### src/rtl/cpu_pkg.sv
// Shared types and helpers for the CPU run monitor: run-state encoding,
// default PC width and a PC-bus slicing helper.
package cpu_pkg;

  typedef enum logic [2:0] {
    S_IDLE  = 3'd0,
    S_RESET = 3'd1,
    S_RUN   = 3'd2,
    S_DRAIN = 3'd3,
    S_DONE  = 3'd4
  } run_state_t;

  localparam int PC_W_DEFAULT = 16;
  localparam int MAX_CORES    = 16;
  localparam int MAX_PC_W     = 64;
  localparam int PC_BUS_MAX   = MAX_CORES * MAX_PC_W;

  // Extracts core idx's PC from a zero-extended bus; bits at or above width are cleared.
  function automatic logic [MAX_PC_W-1:0] pc_slice(input logic [PC_BUS_MAX-1:0] bus,
                                                    input int idx, input int width);
    logic [PC_BUS_MAX-1:0] shifted;
    logic [MAX_PC_W-1:0]   r;
    shifted = bus >> (idx * width);
    r = shifted[MAX_PC_W-1:0];
    for (int b = 0; b < MAX_PC_W; b++) begin
      if (b >= width) r[b] = 1'b0;
    end
    return r;
  endfunction

endpackage

### src/rtl/cpu_run_monitor_if.sv
// Core-side bundle of the run monitor: reset to the cores, per-core halt levels and PCs.
interface cpu_run_monitor_if
  import cpu_pkg::*;
#(
  parameter int NUM_CORES = 1,
  parameter int PC_W      = PC_W_DEFAULT
);
  logic                      core_rst_n;
  logic [NUM_CORES-1:0]      hlt;
  logic [NUM_CORES*PC_W-1:0] pc;

  modport master (output core_rst_n, input hlt, input pc);
  modport slave  (input core_rst_n, output hlt, output pc);
endinterface

### src/rtl/halt_capture.sv
// Per-core halt latch: sticky halted flag plus the PC seen on the first halting RUN cycle.
module halt_capture #(
  parameter int PC_W = 16
) (
  input  logic            clk,
  input  logic            rst_n,
  input  logic            clr,
  input  logic            en,
  input  logic            hlt,
  input  logic [PC_W-1:0] pc,
  output logic            halted,
  output logic [PC_W-1:0] pc_cap
);

  always_ff @(posedge clk or negedge rst_n) begin
    if (!rst_n) begin
      halted <= 1'b0;
      pc_cap <= '0;
    end else if (clr) begin
      halted <= 1'b0;
      pc_cap <= '0;
    end else if (en && hlt && !halted) begin
      halted <= 1'b1;
      pc_cap <= pc;
    end
  end

endmodule

### src/rtl/cpu_run_monitor.sv
// Run controller: sequences core reset, counts RUN cycles, collects per-core halts,
// drains, and flags a watchdog timeout.
module cpu_run_monitor
  import cpu_pkg::*;
#(
  parameter int NUM_CORES    = 1,
  parameter int PC_W         = PC_W_DEFAULT,
  parameter int RST_HOLD     = 2,
  parameter int DRAIN_CYCLES = 1,
  parameter int CNT_W        = 32
) (
  input  logic                      clk,
  input  logic                      rst_n,
  input  logic                      start,
  input  logic [CNT_W-1:0]          timeout_limit,
  cpu_run_monitor_if.master         core,
  output logic                      running,
  output logic                      done,
  output logic                      timed_out,
  output logic [CNT_W-1:0]          cycle_count,
  output logic [NUM_CORES-1:0]      halt_mask,
  output logic [NUM_CORES*PC_W-1:0] halt_pc
);

  localparam int RST_CNT_W = $clog2(RST_HOLD + 1);
  localparam int DRN_W     = (DRAIN_CYCLES > 0) ? $clog2(DRAIN_CYCLES + 1) : 1;
  localparam logic [RST_CNT_W-1:0] RST_LAST = RST_CNT_W'(RST_HOLD - 1);
  localparam logic [DRN_W-1:0]     DRN_LAST = DRN_W'(DRAIN_CYCLES - 1);

  run_state_t           state_q, state_d;
  logic [RST_CNT_W-1:0] rst_cnt_q;
  logic [DRN_W-1:0]     drain_cnt_q;
  logic                 core_rst_q;
  logic                 launch;
  logic                 wd_fire;
  logic                 capture_en;
  logic                 all_halted;
  logic                 wd_expired;
  logic [CNT_W:0]       count_next;
  logic [PC_BUS_MAX-1:0] pc_bus;

  function automatic logic [CNT_W-1:0] sat_inc(input logic [CNT_W-1:0] v);
    return (&v) ? v : v + CNT_W'(1);
  endfunction

  assign capture_en = (state_q == S_RUN);
  // Bits set on this edge count too, so a halt on the final cycle ends the run immediately.
  assign all_halted = &(halt_mask | core.hlt);
  assign count_next = {1'b0, cycle_count} + (CNT_W + 1)'(1);
  assign wd_expired = (timeout_limit != '0) && (count_next >= {1'b0, timeout_limit});
  assign pc_bus     = PC_BUS_MAX'(core.pc);
  assign core.core_rst_n = core_rst_q;

  always_comb begin
    state_d = state_q;
    launch  = 1'b0;
    wd_fire = 1'b0;
    unique case (state_q)
      S_IDLE, S_DONE: begin
        if (start) begin
          state_d = S_RESET;
          launch  = 1'b1;
        end
      end
      S_RESET: begin
        if (rst_cnt_q == RST_LAST) state_d = S_RUN;
      end
      S_RUN: begin
        if (all_halted) begin
          state_d = (DRAIN_CYCLES == 0) ? S_DONE : S_DRAIN;
        end else if (wd_expired) begin
          state_d = S_DONE;
          wd_fire = 1'b1;
        end
      end
      S_DRAIN: begin
        if (drain_cnt_q == DRN_LAST) state_d = S_DONE;
      end
      default: state_d = S_IDLE;
    endcase
  end

  // Outputs are registered from the next state so they line up with state_q.
  always_ff @(posedge clk or negedge rst_n) begin
    if (!rst_n) begin
      state_q     <= S_IDLE;
      rst_cnt_q   <= '0;
      drain_cnt_q <= '0;
      cycle_count <= '0;
      core_rst_q  <= 1'b0;
      running     <= 1'b0;
      done        <= 1'b0;
      timed_out   <= 1'b0;
    end else begin
      state_q    <= state_d;
      core_rst_q <= (state_d == S_RUN) || (state_d == S_DRAIN);
      running    <= (state_d == S_RUN) || (state_d == S_DRAIN);
      done       <= (state_d == S_DONE);

      if (launch)       timed_out <= 1'b0;
      else if (wd_fire) timed_out <= 1'b1;

      if (launch)                   rst_cnt_q <= '0;
      else if (state_q == S_RESET)  rst_cnt_q <= rst_cnt_q + RST_CNT_W'(1);

      if (state_q == S_DRAIN) drain_cnt_q <= drain_cnt_q + DRN_W'(1);
      else                    drain_cnt_q <= '0;

      if (launch)                 cycle_count <= '0;
      else if (state_q == S_RUN)  cycle_count <= sat_inc(cycle_count);
    end
  end

  for (genvar i = 0; i < NUM_CORES; i++) begin : g_core
    logic [PC_W-1:0] pc_now;
    assign pc_now = PC_W'(pc_slice(pc_bus, i, PC_W));

    halt_capture #(.PC_W(PC_W)) u_cap (
      .clk    (clk),
      .rst_n  (rst_n),
      .clr    (launch),
      .en     (capture_en),
      .hlt    (core.hlt[i]),
      .pc     (pc_now),
      .halted (halt_mask[i]),
      .pc_cap (halt_pc[i*PC_W +: PC_W])
    );
  end

endmodule

### src/flat_wrapper.sv
// flat-port wrapper written by rule: the top's interface ports become plain ports
module cpu_run_monitor_flat import cpu_pkg::*;
#(
  parameter int NUM_CORES    = 1,
  parameter int PC_W         = PC_W_DEFAULT,
  parameter int RST_HOLD     = 2,
  parameter int DRAIN_CYCLES = 1,
  parameter int CNT_W        = 32
)
  (clk, rst_n, start, timeout_limit, running, done, timed_out, cycle_count, halt_mask, halt_pc, core_core_rst_n, core_hlt, core_pc);
  cpu_run_monitor_if #(.NUM_CORES(NUM_CORES), .PC_W(PC_W)) core_i ();
  input  logic clk;
  input  logic rst_n;
  input  logic start;
  input  logic [CNT_W-1:0] timeout_limit;
  output logic running;
  output logic done;
  output logic timed_out;
  output logic [CNT_W-1:0] cycle_count;
  output logic [NUM_CORES-1:0] halt_mask;
  output logic [NUM_CORES*PC_W-1:0] halt_pc;
  output wire logic [$bits(core_i.core_rst_n)-1:0] core_core_rst_n;
  input wire logic [$bits(core_i.hlt)-1:0] core_hlt;
  input wire logic [$bits(core_i.pc)-1:0] core_pc;
  assign core_core_rst_n = core_i.core_rst_n;
  assign core_i.hlt = core_hlt;
  assign core_i.pc = core_pc;
  cpu_run_monitor #(.NUM_CORES(NUM_CORES), .PC_W(PC_W), .RST_HOLD(RST_HOLD), .DRAIN_CYCLES(DRAIN_CYCLES), .CNT_W(CNT_W)) u_core (.clk(clk), .rst_n(rst_n), .start(start), .timeout_limit(timeout_limit), .core(core_i), .running(running), .done(done), .timed_out(timed_out), .cycle_count(cycle_count), .halt_mask(halt_mask), .halt_pc(halt_pc));
endmodule
### config.mk
export PLATFORM = sky130hd
export DESIGN_NAME = cpu_run_monitor_flat
export DESIGN_NICKNAME = d
export VERILOG_FILES = /design/src/rtl/cpu_pkg.sv /design/src/rtl/cpu_run_monitor_if.sv /design/src/rtl/halt_capture.sv /design/src/rtl/cpu_run_monitor.sv /design/src/flat_wrapper.sv
export SDC_FILE = /design/constraint.sdc
export NUM_CORES = 1
export LEC_CHECK = 0
export ABC_AREA = 1
export CAP_MARGIN = 15
export CORE_ASPECT_RATIO = 1.25
export CORE_MARGIN = 2
export CORE_UTILIZATION = 35
export CTS_CLUSTER_DIAMETER = 30
export DETAILED_ROUTE_END_ITERATION = 10
export PLACE_DENSITY_LB_ADDON = 0.12
export SYNTH_ARGS = -nofsm -noshare
export SYNTH_HDL_FRONTEND = slang
export SYNTH_SLANG_ARGS = --single-unit
### constraint.sdc
create_clock -name clk -period 2.9 [get_ports clk]
set_input_delay 0.58 -clock clk [delete_from_list [all_inputs] [get_ports clk]]
set_output_delay 0.58 -clock clk [all_outputs]
set_load 0.02 [all_outputs]
==> results of run 1 <==
[cell families (layout without fill, tap and decap cells)]
group | after synthesis | after routing | synth area share
AOI/OAI and AO/OA | 67 | 67 | 0.08966
xor gates and xnor gates | 26 | 26 | 0.05817
and+or+nand+nor | 239 | 239 | 0.2741
DFF | 58 | 58 | 0.3478
adders and majority gates | 34 | 34 | 0.1019
buffers and inverters | 136 | 288 | 0.1283
[flip-flops by register name, indices dropped and copies added (netlist names)]
name and flops:
u_core.cycle_count 32, u_core.done 1, u_core.drain_cnt_q 1, u_core.g_core.u_cap.halted 1, u_core.g_core.u_cap.pc_cap 16, u_core.rst_cnt_q 2
u_core.running 1, u_core.state_q 3, u_core.timed_out 1
[cell type report]
cell class / count / share of cell area
clock inverters: 5 / 0.01252
inverters: 125 / 0.07571
flip-flops and latches: 58 / 0.2356
repair buffers: 147 / 0.2199
clock buffers: 11 / 0.03917
well taps: 161 / 0.03251
multi-input cells: 366 / 0.3846
[synthesized netlist by cell type (all sizes together) (4+ instances only)]
cell and instances:
o21ai 30, nand3 38, o22ai 16, clkbuf 4, xor2 25, nand2 119, dfrtp 58, buf 7
nor2 47, ha 34, nand4 15, inv 125, a21oi 15, nor3 13
[where the power goes]
group	internal, W	switching [W]
Sequential	0.000994	0.000115
Combinational	0.000552	0.000771
Clock	0.000772	0.000376
Total	0.00232	0.00126
[worst min path at each step]
stage | startpoint | end | slack (ps) | cells after the start
6_report | rst_n | u_core.cycle_count[21] | 400 | 2
2_1_floorplan | rst_n | u_core.cycle_count[0] | 280 | 0
3_3_place_gp | u_core.drain_cnt_q | u_core.drain_cnt_q | 440 | 1
3_5_place_dp | u_core.drain_cnt_q | u_core.drain_cnt_q | 450 | 1
4_1_cts | rst_n | u_core.cycle_count[21] | 450 | 2
5_1_grt | rst_n | u_core.cycle_count[21] | 470 | 2
[layer usage]
layer	routed length, um	global-route usage	vias up	part of all wire
li1	-	-	2075	-
met1	5171	0.2365	1932	0.43
met2	6106	0.3216	104	0.50
met3	597	0.02886	22	0.049
met4	278	0.06916	0	0.023
met5	0	0	-	0
[per-stage QoR]
step                      hold slack [ps]    util  power, W  instance area (um^2)
after floorplan                     284.4       -  0.001849                  4173
after global placement              444.6  0.4736  0.002385                  5502
after detailed placement            449.3  0.4736  0.002398                  5502
after CTS                           451.7  0.5038  0.003557                  5852
after global routing                473.8  0.5335  0.003778                  6197
final                               396.0  0.5335  0.003581                  6197
[timing repair]
action                     4_1_cts  5_1_grt
setup endpoints to repair        5        5
pin swaps                        1       20
cloned                           0        0
buffers inserted                 0       22
gates resized for setup          6       48
==> reports/metrics.yaml, run 1 <==
power_leakage_nw: 3.135
cap_violations: 0
cts-root-buf: "clkbuf_16"
synthTopCellsByArea: "dfrtp_1, inv_1, ha_1"
h-tree-depth: 3
ff_latch_area_um2: 1460
cts.path.max_buffers: 2
area_delta_synth_final_pct: 48.52
layout-drive-gt1-share: 0.1840
dp_slack_ps: -223.0
core_um2: 11620
critPathCapture: "u_core.done"
grt-ovfl-total: 0
yosys_warnings: 0
slew_viol_final: 0
fin_ws_ps: 126.4
finalNonFillerCells: 873
syn_area_um2: 4173
min_path_type: "in2async"
worst_path_max_delay_cell: "dfrtp_1"
io_pins: 105
cts_tree: "done"
regToRegEndpoint: "u_core.done"
crit_path_start: "u_core.cycle_count[0]"
r2r_cells: 19
cp_max_fo: 4
synth_cell_types: 35
yosys_most_used_dff: "dfrtp_1"
arrival_ps: 2970
critPathKind: "reg2reg"
antenna_found_initial: 0
ir_drop_uv: 444.9
fillCellCount: 1148
p_per_area_nw_per_um2: 577.9
via_count: 4133
hold_violations: 0
n_antenna_cell: 0
place_inst: 835
mostFrequentLayoutCells: "inv_1, nand2_1, clkdlybuf4s50_1, dfrtp_1, buf_4"
setup_viol_count_final: 0
die_h_um: 126.1
status: "finished, final reports clean"
numCtsBuffers: 9
seq_area_frac_synth: 0.3478
period_minus_slack_ps: 2774
r2r_slack_ps: 130
io_buffers: 104
multi_input_area_um2: 2384
synth_top_area_share: 0.3478
start_util: 0.3592
clock_latency_ps: 320
routedWlPerCell_um: 13.92
worstPathRequired_ps: 3100
rsz0062_at_grt: "yes"
post-route-period-util: 0.9564
fin_skew_ps: 3.875
crit_path_end_kind: "register"
synth.avg_cell_area_um2: 7.451
cpPeakStageDelay_ps: 360
cp_cell_sequence: "ha_2, nand2_2, nor2_4, nand2_4, nor2_8, nand3b_1, nor2_1, xor2_1, inv_1, ha_4, inv_2, nor2_4, buf_4, a21oi_2, nand3_1, nor2_1, nand2_2, nand3_2, nand3b_1"
cp_top_family: "simple AND/OR/NAND/NOR gates"
first_pass_iters: 4
synthCells: 560
via_per_inst: 4.734
r2r_start: "u_core.cycle_count[0]"
cts.sinks: 58
dieArea_um2: 12820
ys_async_sr_fraction: 1.000
drc: 0
antenna_left: 0
relSlewSlack: 0.5030
nNetsFinal: 793
row_count: 44
wl_mm: 12.15
grt_pass1_vias: 3953
hold_buffers: 0
place.gp.congestion: 0.8892
dp_hpwl_mm: 9.139
crit_buf_inv: 3
dieWidth_um: 101.7
synth_nets: 646
grt_usage: 0.1882
cp.depth: 19
first_iter_violations: 176
grt_max_degree: 59
layout_commonest_cell: "inv_1"
tightest_slew_ps: 745.5
cts.clk_slew.worst_paths_ps: 50
grt_pass1_wl_mm: 18.89
ys_seq_elements: 58
start_kind: "register"
fmax_mhz: 360.5
tns_ps: 0
synth_edf_count: 0
synth_top_area_cell: "dfrtp_1"
Note: power is estimated with default switching activity, not from simulation.
==> run 2: changes to the inputs <==
ABC_AREA = unset   (was 1)
CORE_UTILIZATION = 45   (was 35)
==> run 2 against run 1 <==
- the run now ends with negative setup slack left
- sequential share of layout area is essentially flat
- worst hold slack lost 230 ps
- wire length grew 11%
- via count grew 7.1%
- first-iteration DRC count grew 21%
- sequential power is essentially flat
- clock power shrank 34%
- cell count shrank 7.9%
- global-route usage grew 9.1 points
- combinational power grew 5%
- maximum frequency shrank 8.4%
- synthesized cell count shrank 12%
- highest routed layer unchanged
==> reports/metrics.yaml, run 2 <==
fin_skew_ps: 11.62  # +7.743 ps
largest-register: "u_core.cycle_count"
yosysMostFrequentCell: "nand2_1"
start_util: 0.4685  # +0.1093
ys_async_sr_fraction: 1.000  # unchanged
dieWidth_um: 89.37  # -12%
hold_ws_ps: 167.5  # -228.6 ps
cpPeakStageDelay_ps: 570  # +210 ps
ir_drop_uv: 455.3  # +2.3%
reg_top3: "u_core.cycle_count: 32 flops, u_core.g_core.u_cap.pc_cap: 16 flops, u_core.state_q: 3 flops"
status: "finished, violations left"
tightest_slew_ps: 970.9  # +225.4 ps
cp_max_fo: 5  # +1
grt_pass1_wl_mm: 21.32  # +13%
nNetsFinal: 765  # -3.5%
synth_top_area_share: 0.3541  # +0.006264
seq_area_frac_synth: 0.3541  # +0.006264
via_count: 4428  # +7.1%
io_buffers: 104  # unchanged
layout-drive-gt1-share: 0.2266  # +0.04262
cp_cell_sequence: "nand4_4, or4_4, nor3_4, nand2_2, xnor2_1, ha_1, a21o_1, a21o_1, a21oi_2, o211ai_1, o211ai_1, nand2_1"
synth.avg_cell_area_um2: 8.281  # +11%
largest_reg_flops: 32  # unchanged
critPathKind: "reg2reg"
fin_ws_ps: -129.0  # -255.4 ps
crit_path_end_kind: "register"
synth_commonest_cells: "nand2_1, o21ai_0, dfrtp_1, inv_1, ha_1"
synth_top_area_cell: "dfrtp_1"
synth_edf_count: 0  # unchanged
core_um2: 8748  # -25%
die_h_um: 110.7  # -12%
mostFrequentLayoutCells: "clkdlybuf4s50_1, buf_4, nand2_1, o21ai_0, dfrtp_1"
grt-ovfl-total: 0  # unchanged
via_per_inst: 5.507  # +16%
synth_cell_types: 49  # +40%
grt_pass1_vias: 4493  # +14%
drc: 0  # unchanged
syn_area_um2: 4099  # -1.8%
cts-root-buf: "clkbuf_8"
first_iter_violations: 213  # +21%
worst_path_max_delay_cell: "or4_4"
synthCells: 495  # -12%
antenna_left: 0  # unchanged
h-tree-depth: 3  # unchanged
antenna_found_initial: 0  # unchanged
dieArea_um2: 9893  # -23%
cap_violations: 0  # unchanged
numCtsBuffers: 9  # unchanged
area_delta_synth_final_pct: 52.17
grt_max_degree: 33  # -44%
worstPathRequired_ps: 3120  # +20 ps
arrival_ps: 3250  # +280 ps
slew_viol_final: 0  # unchanged
cts.path.max_buffers: 2  # unchanged
hold_violations: 0  # unchanged
dp_hpwl_mm: 10.20  # +12%
routedWlPerCell_um: 16.76  # +20%
clock_latency_ps: 350  # +30 ps
fmax_mhz: 330.1  # -8.4%
synthTopCellsByArea: "dfrtp_1, ha_1, o21ai_0"
cts.clk_slew.worst_paths_ps: 70  # +20 ps
grt_usage: 0.2787  # +0.09056
wl_mm: 13.47  # +11%
place.gp.congestion: 0.9876  # +11%
violations: "negative setup slack"
hold_buffers: 0  # unchanged
p_per_area_nw_per_um2: 523.2  # -9.5%
ys_seq_elements: 58  # unchanged
setup_viol_count_final: 5  # +5
min_path_type: "in2async"
synth_nets: 581  # -10%
first_pass_iters: 5  # +1
relSlewSlack: 0.3504  # -0.1527
layout_commonest_cell: "clkdlybuf4s50_1"
cts.sinks: 58  # unchanged
fillCellCount: 734  # -36%
period_minus_slack_ps: 3029  # +255.4 ps
n_antenna_cell: 0  # unchanged
final_util: 0.7130  # +0.1795
post-route-period-util: 1.044  # +0.08806
io_pins: 105  # unchanged
row_count: 38  # -14%
yosys_most_used_dff: "dfrtp_1"
power_leakage_nw: 3.029  # -3.4%
yosys_warnings: 0  # unchanged
rsz0062_at_grt: "yes"
start_kind: "register"
tns_ps: -552.2  # -552.2 ps
cts_tree: "done"
## run 2: what timing repair did
action,CTS,global route
pin swaps,2,8
setup buffers,4,7
gates cloned,0,0
resized for setup,6,16
hold endpoints to repair,0,0
setup endpoints to repair,5,5
## run 2: report_power, final
part	internal, W	switching, W
registers	0.000976	0.000153
clock network	0.000396	0.000359
logic	0.000602	0.000777
## run 2: through the flow
step | std cells | worst slack [ps] | area, um^2 | power (W)
6_report | 804 | -129.0 | 6237 | 0.003263
3_3_place_gp | 777 | -165.2 | 5848 | 0.002443
5_1_grt | 804 | -289.3 | 6237 | 0.003453
3_5_place_dp | 777 | -188.6 | 5848 | 0.002484
4_1_cts | 797 | -154.6 | 6103 | 0.003244
2_1_floorplan | 495 | -9.541 | 4180 | 0.001855
## run 2: path summary, 6_finish.rpt
kind / depth (start not counted) / slack (ps) / from / to
max reg2reg: 12 / -130 / u_core.cycle_count[8] / u_core.state_q[2]
min: 1 / 170 / rst_n / u_core.cycle_count[9]
min in group clk: 1 / 490 / u_core.drain_cnt_q / u_core.drain_cnt_q
max in group asynchronous: 2 / 2020 / rst_n / u_core.cycle_count[16]
min reg2reg: 1 / 490 / u_core.drain_cnt_q / u_core.drain_cnt_q
max: 12 / -130 / u_core.cycle_count[8] / u_core.state_q[2]
## run 2: per-layer routing
| metal | GRT usage | wire [um] | share of wire |
|---|---|---|---|
| met3 | 0.06031 | 788 | 0.058 |
| met5 | 0 | 0 | 0 |
| met4 | 0.1443 | 496 | 0.037 |
| met1 | 0.3223 | 5288 | 0.39 |
| met2 | 0.4691 | 6898 | 0.51 |
## run 2: area by class of cell
class,instances,area [um^2],share of cell area
Multi-Input combinational cell,380,2585,0.4144
Timing Repair Buffer,192,1700,0.2726
Sequential cell,58,1471,0.2359
Tap cell,120,150.1,0.02407
Inverter,38,142.6,0.02287
Clock buffer,11,131.4,0.02106
Clock inverter,5,56.30,0.009027
## run 2: worst max-delay path: cells and delay by family (launching register included)
| kind | cells | cell delay [ps] |
|---|---|---|
| xor+xnor | 1 | 140 |
| fa+ha+maj | 1 | 320 |
| compound gates | 5 | 920 |
| flops | 1 | 390 |
| simple gates | 5 | 1110 |
## run 2: logic make-up after synthesis
kind of cell             Yosys count  share of synthesized area
AO/OA/AOI/OAI                    117                     0.1624
XOR/XNOR                          30                    0.06594
adder cells (fa/ha/maj)           34                     0.1038
buffers and inverters             57                    0.05830
flip-flops                        58                     0.3541
multiplexers                       1                   0.002747
AND/OR/NAND/NOR                  198                     0.2528
